$ cat config.mk
export PLATFORM = sky130hd
export DESIGN_NAME = instr_fetch_unit_flat
export DESIGN_NICKNAME = d
export VERILOG_FILES = /design/src/rtl/instr_fetch_unit_if.sv /design/src/rtl/instr_fetch_unit.sv /design/src/flat_wrapper.sv
export SDC_FILE = /design/constraint.sdc
export NUM_CORES = 1
export LEC_CHECK = 0
export BUFFER_PORTS_ARGS = -buffer_cell sky130_fd_sc_hd__buf_4
export CAP_MARGIN = 40
export CORE_MARGIN = 8
export CORE_UTILIZATION = 46
export CTS_CLUSTER_DIAMETER = 100
export DETAILED_ROUTE_END_ITERATION = 7
export MAX_ROUTING_LAYER = met4
export PLACE_DENSITY = 0.67
export SETUP_SLACK_MARGIN = 0.15
export SLEW_MARGIN = 20
export SYNTH_ARGS = -nofsm -noshare
export SYNTH_HDL_FRONTEND = slang
export SYNTH_SLANG_ARGS = --single-unit
$ cat constraint.sdc
create_clock -name i_clk -period 7.15 [get_ports i_clk]
set_input_delay 0.715 -clock i_clk [delete_from_list [all_inputs] [get_ports i_clk]]
set_output_delay 0.715 -clock i_clk [all_outputs]
set_load 0.005 [all_outputs]
$ cat src/rtl/instr_fetch_unit_if.sv
// Instruction-memory request/response bus between the fetch unit (master) and memory (slave).
interface instr_fetch_unit_if;
    logic        o_imem_req_vld;
    logic        i_imem_req_rdy;
    logic [31:0] o_imem_addr;
    logic        i_imem_rsp_vld;
    logic [31:0] i_imem_rsp_data;

    modport master (
        output o_imem_req_vld, o_imem_addr,
        input  i_imem_req_rdy, i_imem_rsp_vld, i_imem_rsp_data
    );

    modport slave (
        input  o_imem_req_vld, o_imem_addr,
        output i_imem_req_rdy, i_imem_rsp_vld, i_imem_rsp_data
    );
endinterface

$ cat src/rtl/instr_fetch_unit.sv
// Credit-based instruction fetcher with in-order response queue and redirect flush.
// Optional performance counters are built when the IFU_PERF_EN macro is defined.
module instr_fetch_unit #(
    parameter int          DEPTH     = 4,
    parameter logic [31:0] RESET_PC  = 32'h0000_0000,
    parameter int          MAX_OUTST = 4
) (
    input  logic                      i_clk,
    input  logic                      i_rst,
    input  logic                      i_redirect,
    input  logic [31:0]               i_redirect_pc,
    instr_fetch_unit_if.master        imem,
    output logic                      o_instr_vld,
    output logic [31:0]               o_instr,
    output logic [31:0]               o_instr_pc,
    input  logic                      i_instr_rdy,
    output logic [31:0]               o_perf_instr,
    output logic [31:0]               o_perf_bubble
);
    localparam int PW = (DEPTH > 1) ? $clog2(DEPTH) : 1;
    localparam int CW = PW + 1;

    typedef struct packed {
        logic [31:0] pc;
        logic [31:0] instr;
    } q_entry_t;

    q_entry_t      q_mem [DEPTH];
    logic [PW-1:0] wr_ptr, rd_ptr;
    logic [CW-1:0] count, outst, drop_cnt, outst_nxt;
    logic [31:0]   fetch_pc, rsp_pc;
    logic          req_vld, req_fire, rsp_fire, drop_rsp, enq, deq;

    always_comb begin
        // Credits cover both queued and in-flight entries so the queue can never overflow.
        req_vld   = !i_rst && !i_redirect && (outst < CW'(MAX_OUTST))
                    && (({1'b0, count} + {1'b0, outst}) < (CW+1)'(DEPTH));
        req_fire  = req_vld && imem.i_imem_req_rdy;
        rsp_fire  = !i_rst && imem.i_imem_rsp_vld && (outst != '0);
        drop_rsp  = rsp_fire && (i_redirect || (drop_cnt != '0));
        enq       = rsp_fire && !drop_rsp;
        o_instr_vld = !i_rst && !i_redirect && (count != '0);
        deq       = o_instr_vld && i_instr_rdy;
        outst_nxt = outst + CW'(req_fire) - CW'(rsp_fire);
    end

    assign imem.o_imem_req_vld = req_vld;
    assign imem.o_imem_addr    = i_rst ? RESET_PC : fetch_pc;
    assign o_instr             = o_instr_vld ? q_mem[rd_ptr].instr : 32'h0;
    assign o_instr_pc          = o_instr_vld ? q_mem[rd_ptr].pc    : 32'h0;

    always_ff @(posedge i_clk) begin
        if (i_rst) begin
            fetch_pc <= RESET_PC;
            rsp_pc   <= RESET_PC;
            wr_ptr   <= '0;
            rd_ptr   <= '0;
            count    <= '0;
            outst    <= '0;
            drop_cnt <= '0;
        end else begin
            outst <= outst_nxt;
            if (req_fire)
                fetch_pc <= fetch_pc + 32'd4;
            if (i_redirect) begin
                // Everything still in flight after this cycle belongs to the old stream.
                fetch_pc <= {i_redirect_pc[31:2], 2'b00};
                rsp_pc   <= {i_redirect_pc[31:2], 2'b00};
                wr_ptr   <= '0;
                rd_ptr   <= '0;
                count    <= '0;
                drop_cnt <= outst_nxt;
            end else begin
                if (drop_rsp)
                    drop_cnt <= drop_cnt - 1'b1;
                if (enq) begin
                    wr_ptr <= wr_ptr + 1'b1;
                    rsp_pc <= rsp_pc + 32'd4;
                end
                if (deq)
                    rd_ptr <= rd_ptr + 1'b1;
                count <= count + CW'(enq) - CW'(deq);
            end
        end
    end

    always_ff @(posedge i_clk) begin
        if (enq)
            q_mem[wr_ptr] <= '{pc: rsp_pc, instr: imem.i_imem_rsp_data};
    end

`ifdef IFU_PERF_EN
    always_ff @(posedge i_clk) begin
        if (i_rst) begin
            o_perf_instr  <= 32'h0;
            o_perf_bubble <= 32'h0;
        end else begin
            if (deq)
                o_perf_instr <= o_perf_instr + 32'd1;
            if (!o_instr_vld)
                o_perf_bubble <= o_perf_bubble + 32'd1;
        end
    end
`else
    assign o_perf_instr  = 32'h0;
    assign o_perf_bubble = 32'h0;
`endif

endmodule

$ cat src/flat_wrapper.sv
// flat-port wrapper written by rule: the top's interface ports become plain ports
module instr_fetch_unit_flat 
#(
    parameter int          DEPTH     = 4,
    parameter logic [31:0] RESET_PC  = 32'h0000_0000,
    parameter int          MAX_OUTST = 4
)
  (i_clk, i_rst, i_redirect, i_redirect_pc, o_instr_vld, o_instr, o_instr_pc, i_instr_rdy, o_perf_instr, o_perf_bubble, imem_o_imem_req_vld, imem_o_imem_addr, imem_i_imem_req_rdy, imem_i_imem_rsp_vld, imem_i_imem_rsp_data);
  instr_fetch_unit_if imem_i ();
  input  logic i_clk;
  input  logic i_rst;
  input  logic i_redirect;
  input  logic [31:0] i_redirect_pc;
  output logic o_instr_vld;
  output logic [31:0] o_instr;
  output logic [31:0] o_instr_pc;
  input  logic i_instr_rdy;
  output logic [31:0] o_perf_instr;
  output logic [31:0] o_perf_bubble;
  output wire logic [$bits(imem_i.o_imem_req_vld)-1:0] imem_o_imem_req_vld;
  output wire logic [$bits(imem_i.o_imem_addr)-1:0] imem_o_imem_addr;
  input wire logic [$bits(imem_i.i_imem_req_rdy)-1:0] imem_i_imem_req_rdy;
  input wire logic [$bits(imem_i.i_imem_rsp_vld)-1:0] imem_i_imem_rsp_vld;
  input wire logic [$bits(imem_i.i_imem_rsp_data)-1:0] imem_i_imem_rsp_data;
  assign imem_o_imem_req_vld = imem_i.o_imem_req_vld;
  assign imem_o_imem_addr = imem_i.o_imem_addr;
  assign imem_i.i_imem_req_rdy = imem_i_imem_req_rdy;
  assign imem_i.i_imem_rsp_vld = imem_i_imem_rsp_vld;
  assign imem_i.i_imem_rsp_data = imem_i_imem_rsp_data;
  instr_fetch_unit #(.DEPTH(DEPTH), .RESET_PC(RESET_PC), .MAX_OUTST(MAX_OUTST)) u_core (.i_clk(i_clk), .i_rst(i_rst), .i_redirect(i_redirect), .i_redirect_pc(i_redirect_pc), .imem(imem_i), .o_instr_vld(o_instr_vld), .o_instr(o_instr), .o_instr_pc(o_instr_pc), .i_instr_rdy(i_instr_rdy), .o_perf_instr(o_perf_instr), .o_perf_bubble(o_perf_bubble));
endmodule
==> impl_summary.txt <==
----------------------------------------------------
[Cells and area]
  Most common cell after layout, fill and taps aside ... edfxtp_1
  Multi-input combinational cell area ... 4900 µm²
  Layout Area Growth over Synthesis ... 17.5%
  Count of filler cells inserted in the layout ... around 2500
  Final antenna diode count ... 0
  Utilization after layout ... 0.551
  Storage element area ... 8950 µm²
  Highest-count cells in the layout ignoring fill and taps ... edfxtp_1 (248), buf_4 (172), dfxtp_1 (73), conb_1 (68), and2_1 (67)
  Proportion of layout cells with a drive suffix above 1 ... 0.257
  Net count of the finished layout ... 1285
  Count of non-filler cells in the finished layout ... 1619

[Timing]
  Hold WS ... 0.411 ns
  Final Slew Violations ... 0
  Final setup violation count ... 0
  Max Clock Freq ... roughly 290 MHz
  Final Critical Period ... 3.44 ns
  Normalized max-slew margin ... 0.473
  Maximum clock skew at final layout ... 0.0177 ns
  Worst-Margin Slew ... 0.785 ns
  Share of the clock period used by the worst path after layout ... 0.482
  Total count of hold-check failures in the final report ... 0
  Accumulated negative setup slack ... 0 ns
  RSZ-0062 raised after global routing ... no

[Critical path]
  Arrival time worst endpoint ... around 2.7 ns
  Library cell contributing the largest single delay on the critical path ... dfxtp_4
  Worst r2r src ... u_core.drop_cnt[0]
  End of the worst register-to-register path ... u_core.q_mem[0][4]
  Kind of capture point of the worst setup path ... output port
  Reg2Reg Depth ... 8
  Setup slack on the worst flop-to-flop path ... 4.00 ns
  Launching element type of the critical path ... flop
  Worst endpoint required time ... approximately 6.4 ns
  Worst-path cell chain ... buf_4 -> buf_12 -> mux4_2 -> and2_1 -> buf_4
  Worst Setup Path Type ... reg2out
  Worst path max stage delay ... 0.62 ns
  Library cell appearing most often on the critical path ... buf_4
  End point of the critical path ... o_instr[10]
  Crit-path max FO ... 23

[Clock tree]
  Clock buffer count from CTS ... 35
  H-Tree Level Count ... 2
  CTS clock-pin slew for the worst setup and hold paths ... 0.06 ns
  Latest clock arrival within the worst-skew pair ... roughly 0.51 ns
  Hold-fix buffer count after cts ... 0
  Clock sink count ... 323
  Postcts setup bufs ... 0
  Clock tree from TritonCTS ... yes
  Root Driver ... clkbuf_16
  Number of cells upsized or downsized after cts ... 0
  Clock Path Buffers ... 3

[Synthesis]
  Average instance area after synthesis ... 13.9 µm²
  YS warnings ... 0
  Share of flip-flops with an asynchronous set or reset after synthesis ... 0
  Cell area after synthesis ... roughly 14000 µm²
  Top flip-flop cell by instance count after synthesis ... edfxtp_1
  Distinct cell type count of the synthesized netlist ... 63
  Yosys reg bits ... ~320
  Count of mapped cells out of synthesis ... approximately 1000
  EDFF count, synth ... about 250
  Share of the yosys chip area belonging to registers ... 0.621

[Pwr]
  P_leak ... 5.97 nW
  Power Density ... around 250 nW/µm²
  Total power after layout ... 0.00416 W
  Worst vdd rail ir drop ... 0.162 mV

[Floorplan]
  Initial core utilization ... 0.468
  Die outline height ... just under 200 µm
  I/O pin count ... 232
  Placeable core region ... approximately 31000 µm²
  Floorplan die width ... 193 µm
  Row Count ... 64
  Total Die Area ... 37200 µm²

[Global routing]
  Maximum number of pins on one net before global-route repair ... 56
  Total overflow reported by the global router ... 0
  Number of global-route vias before repair ... just under 9000
  Number of antenna violations at the first check in global routing ... 0
  Total Routing Usage GR ... 0.170
  First-pass GRT wire length ... 48.0 mm

[Flow run]
  Max-cap check violation count ... 0

[Placement]
  Weighted congestion reported at the end of routability-driven placement ... around 0.85
  Number of placed instances with taps included ... around 1600
  DP Wirelength ... 20.9 mm
  Count of input and output buffers ... between 150 and 200

[Detailed routing]
  Via count ... approximately 8600
  First DRT Iteration DRCs ... 450
  First-pass iteration count of the detailed router ... 5
  Detailed Route WL ... 31.5 mm
  Count of nets left with antenna violations after detail routing ... 0
  Post-DR wirelength/cell ... approximately 20 µm
  Detail-routed via count per cell ... 5.32
  DRC viols ... 0

[Min path]
  Worst hold stages ... 1
  Type of the most critical hold path ... in2reg

[Status]
  Outcome ... finished, final reports clean

----------------------------------------------------
layout make-up:
type,count,share of cell area
clock buffer,48,0.0576
clock inverter,13,0.00665
inverter,30,0.00673
multi-input combinational,632,0.289
sequential,323,0.529
tap,396,0.0293
timing repair buffer,177,0.0815
state kept, by name, indices dropped and copies added (netlist names), named ones only:
| name | cells |
|---|---|
| u_core.drop_cnt | 3 |
| u_core.q_mem | 248 |
| u_core.count | 3 |
| u_core.outst | 3 |
| u_core.fetch_pc | 30 |
| u_core.wr_ptr | 2 |
| u_core.rd_ptr | 2 |
| u_core.rsp_pc | 30 |
routing by layer:
metal	global-route usage	routed length (µm)	part of all wire	up-vias
li1	-	-	-	4081
met1	0.225	14200	0.45	4206
met2	0.274	15000	0.48	290
met3	0.0282	1850	0.059	43
met4	0.0361	461	0.015	0
met5	-	0	0	-
report_power, final:
part           leakage [nW]  switching, W  total (W)  internal, W
logic                  2.57      0.000184   0.000326     0.000142
registers              2.87     0.0000622    0.00214      0.00208
clock network         0.534      0.000690    0.00169     0.000997
total                  5.97      0.000937    0.00416      0.00322
logic make-up (layout without fill, tap and decap cells):
family                   count (synthesis)  count (layout)  share of synthesized area
AO/OA/AOI/OAI                          111             111                     0.0501
XOR/XNOR                                37              37                     0.0225
adder cells (fa/ha/maj)                 16              16                     0.0149
buffers and inverters                  150             268                     0.0574
flip-flops                             323             323                      0.621
multiplexers                            67              67                      0.101
other                                    1              68                   0.000260
AND/OR/NAND/NOR                        333             333                      0.133
critical path, delay by kind of cell (launching register included):
family	cells	cell delay, ns
buffers and inverters	3	0.89
flip-flops	1	0.62
multiplexers	1	0.52
AND/OR/NAND/NOR	1	0.17
synthesized netlist by cell type, types with 3 or more instances:
cell type	n	area (µm²)
a211oi_1	10	75.1
a21boi_0	13	97.6
a21o_1	4	30.0
a21oi_1	29	145
a31oi_1	14	87.6
and2_1	71	444
and3_1	8	50.1
and4_1	5	43.8
buf_1	11	41.3
buf_2	6	30.0
buf_4	68	510
clkbuf_1	35	131
dfxtp_1	75	1500
edfxtp_1	248	7450
ha_1	14	175
inv_1	28	105
mux2i_1	3	30.0
mux4_2	62	1400
nand2_1	55	206
nand3_1	30	150
nand4_1	23	144
nor2_1	44	165
nor2b_1	31	194
nor3_1	18	90.1
nor3_2	6	60.1
nor4_1	11	68.8
o211ai_1	3	22.5
o21ai_0	14	70.1
o21bai_1	3	22.5
o22ai_1	3	18.8
or3_1	8	50.1
or4_1	5	37.5
xnor2_1	25	219
xor2_1	12	105
how the worst min path moves through the flow:
stage | start | to | slack, ns
floorplan | u_core.fetch_pc[28] | u_core.fetch_pc[28] | 0.47
global placement | u_core.wr_ptr[1] | u_core.wr_ptr[1] | 0.49
detailed placement | u_core.wr_ptr[1] | u_core.wr_ptr[1] | 0.50
CTS | imem_i_imem_rsp_data[5] | u_core.q_mem[0][5] | 0.39
global route | imem_i_imem_rsp_data[4] | u_core.q_mem[1][4] | 0.39
finish | imem_i_imem_rsp_data[0] | u_core.q_mem[0][0] | 0.41
stage by stage:
stage	worst slack (ns)	area, µm²
after floorplan	3.87	14700
after detailed placement	3.24	15800
final	3.71	16900
after global routing	3.46	16900
after global placement	3.25	15800
after CTS	3.59	16900
No activity file was read; power rests on OpenSTA's default activity.
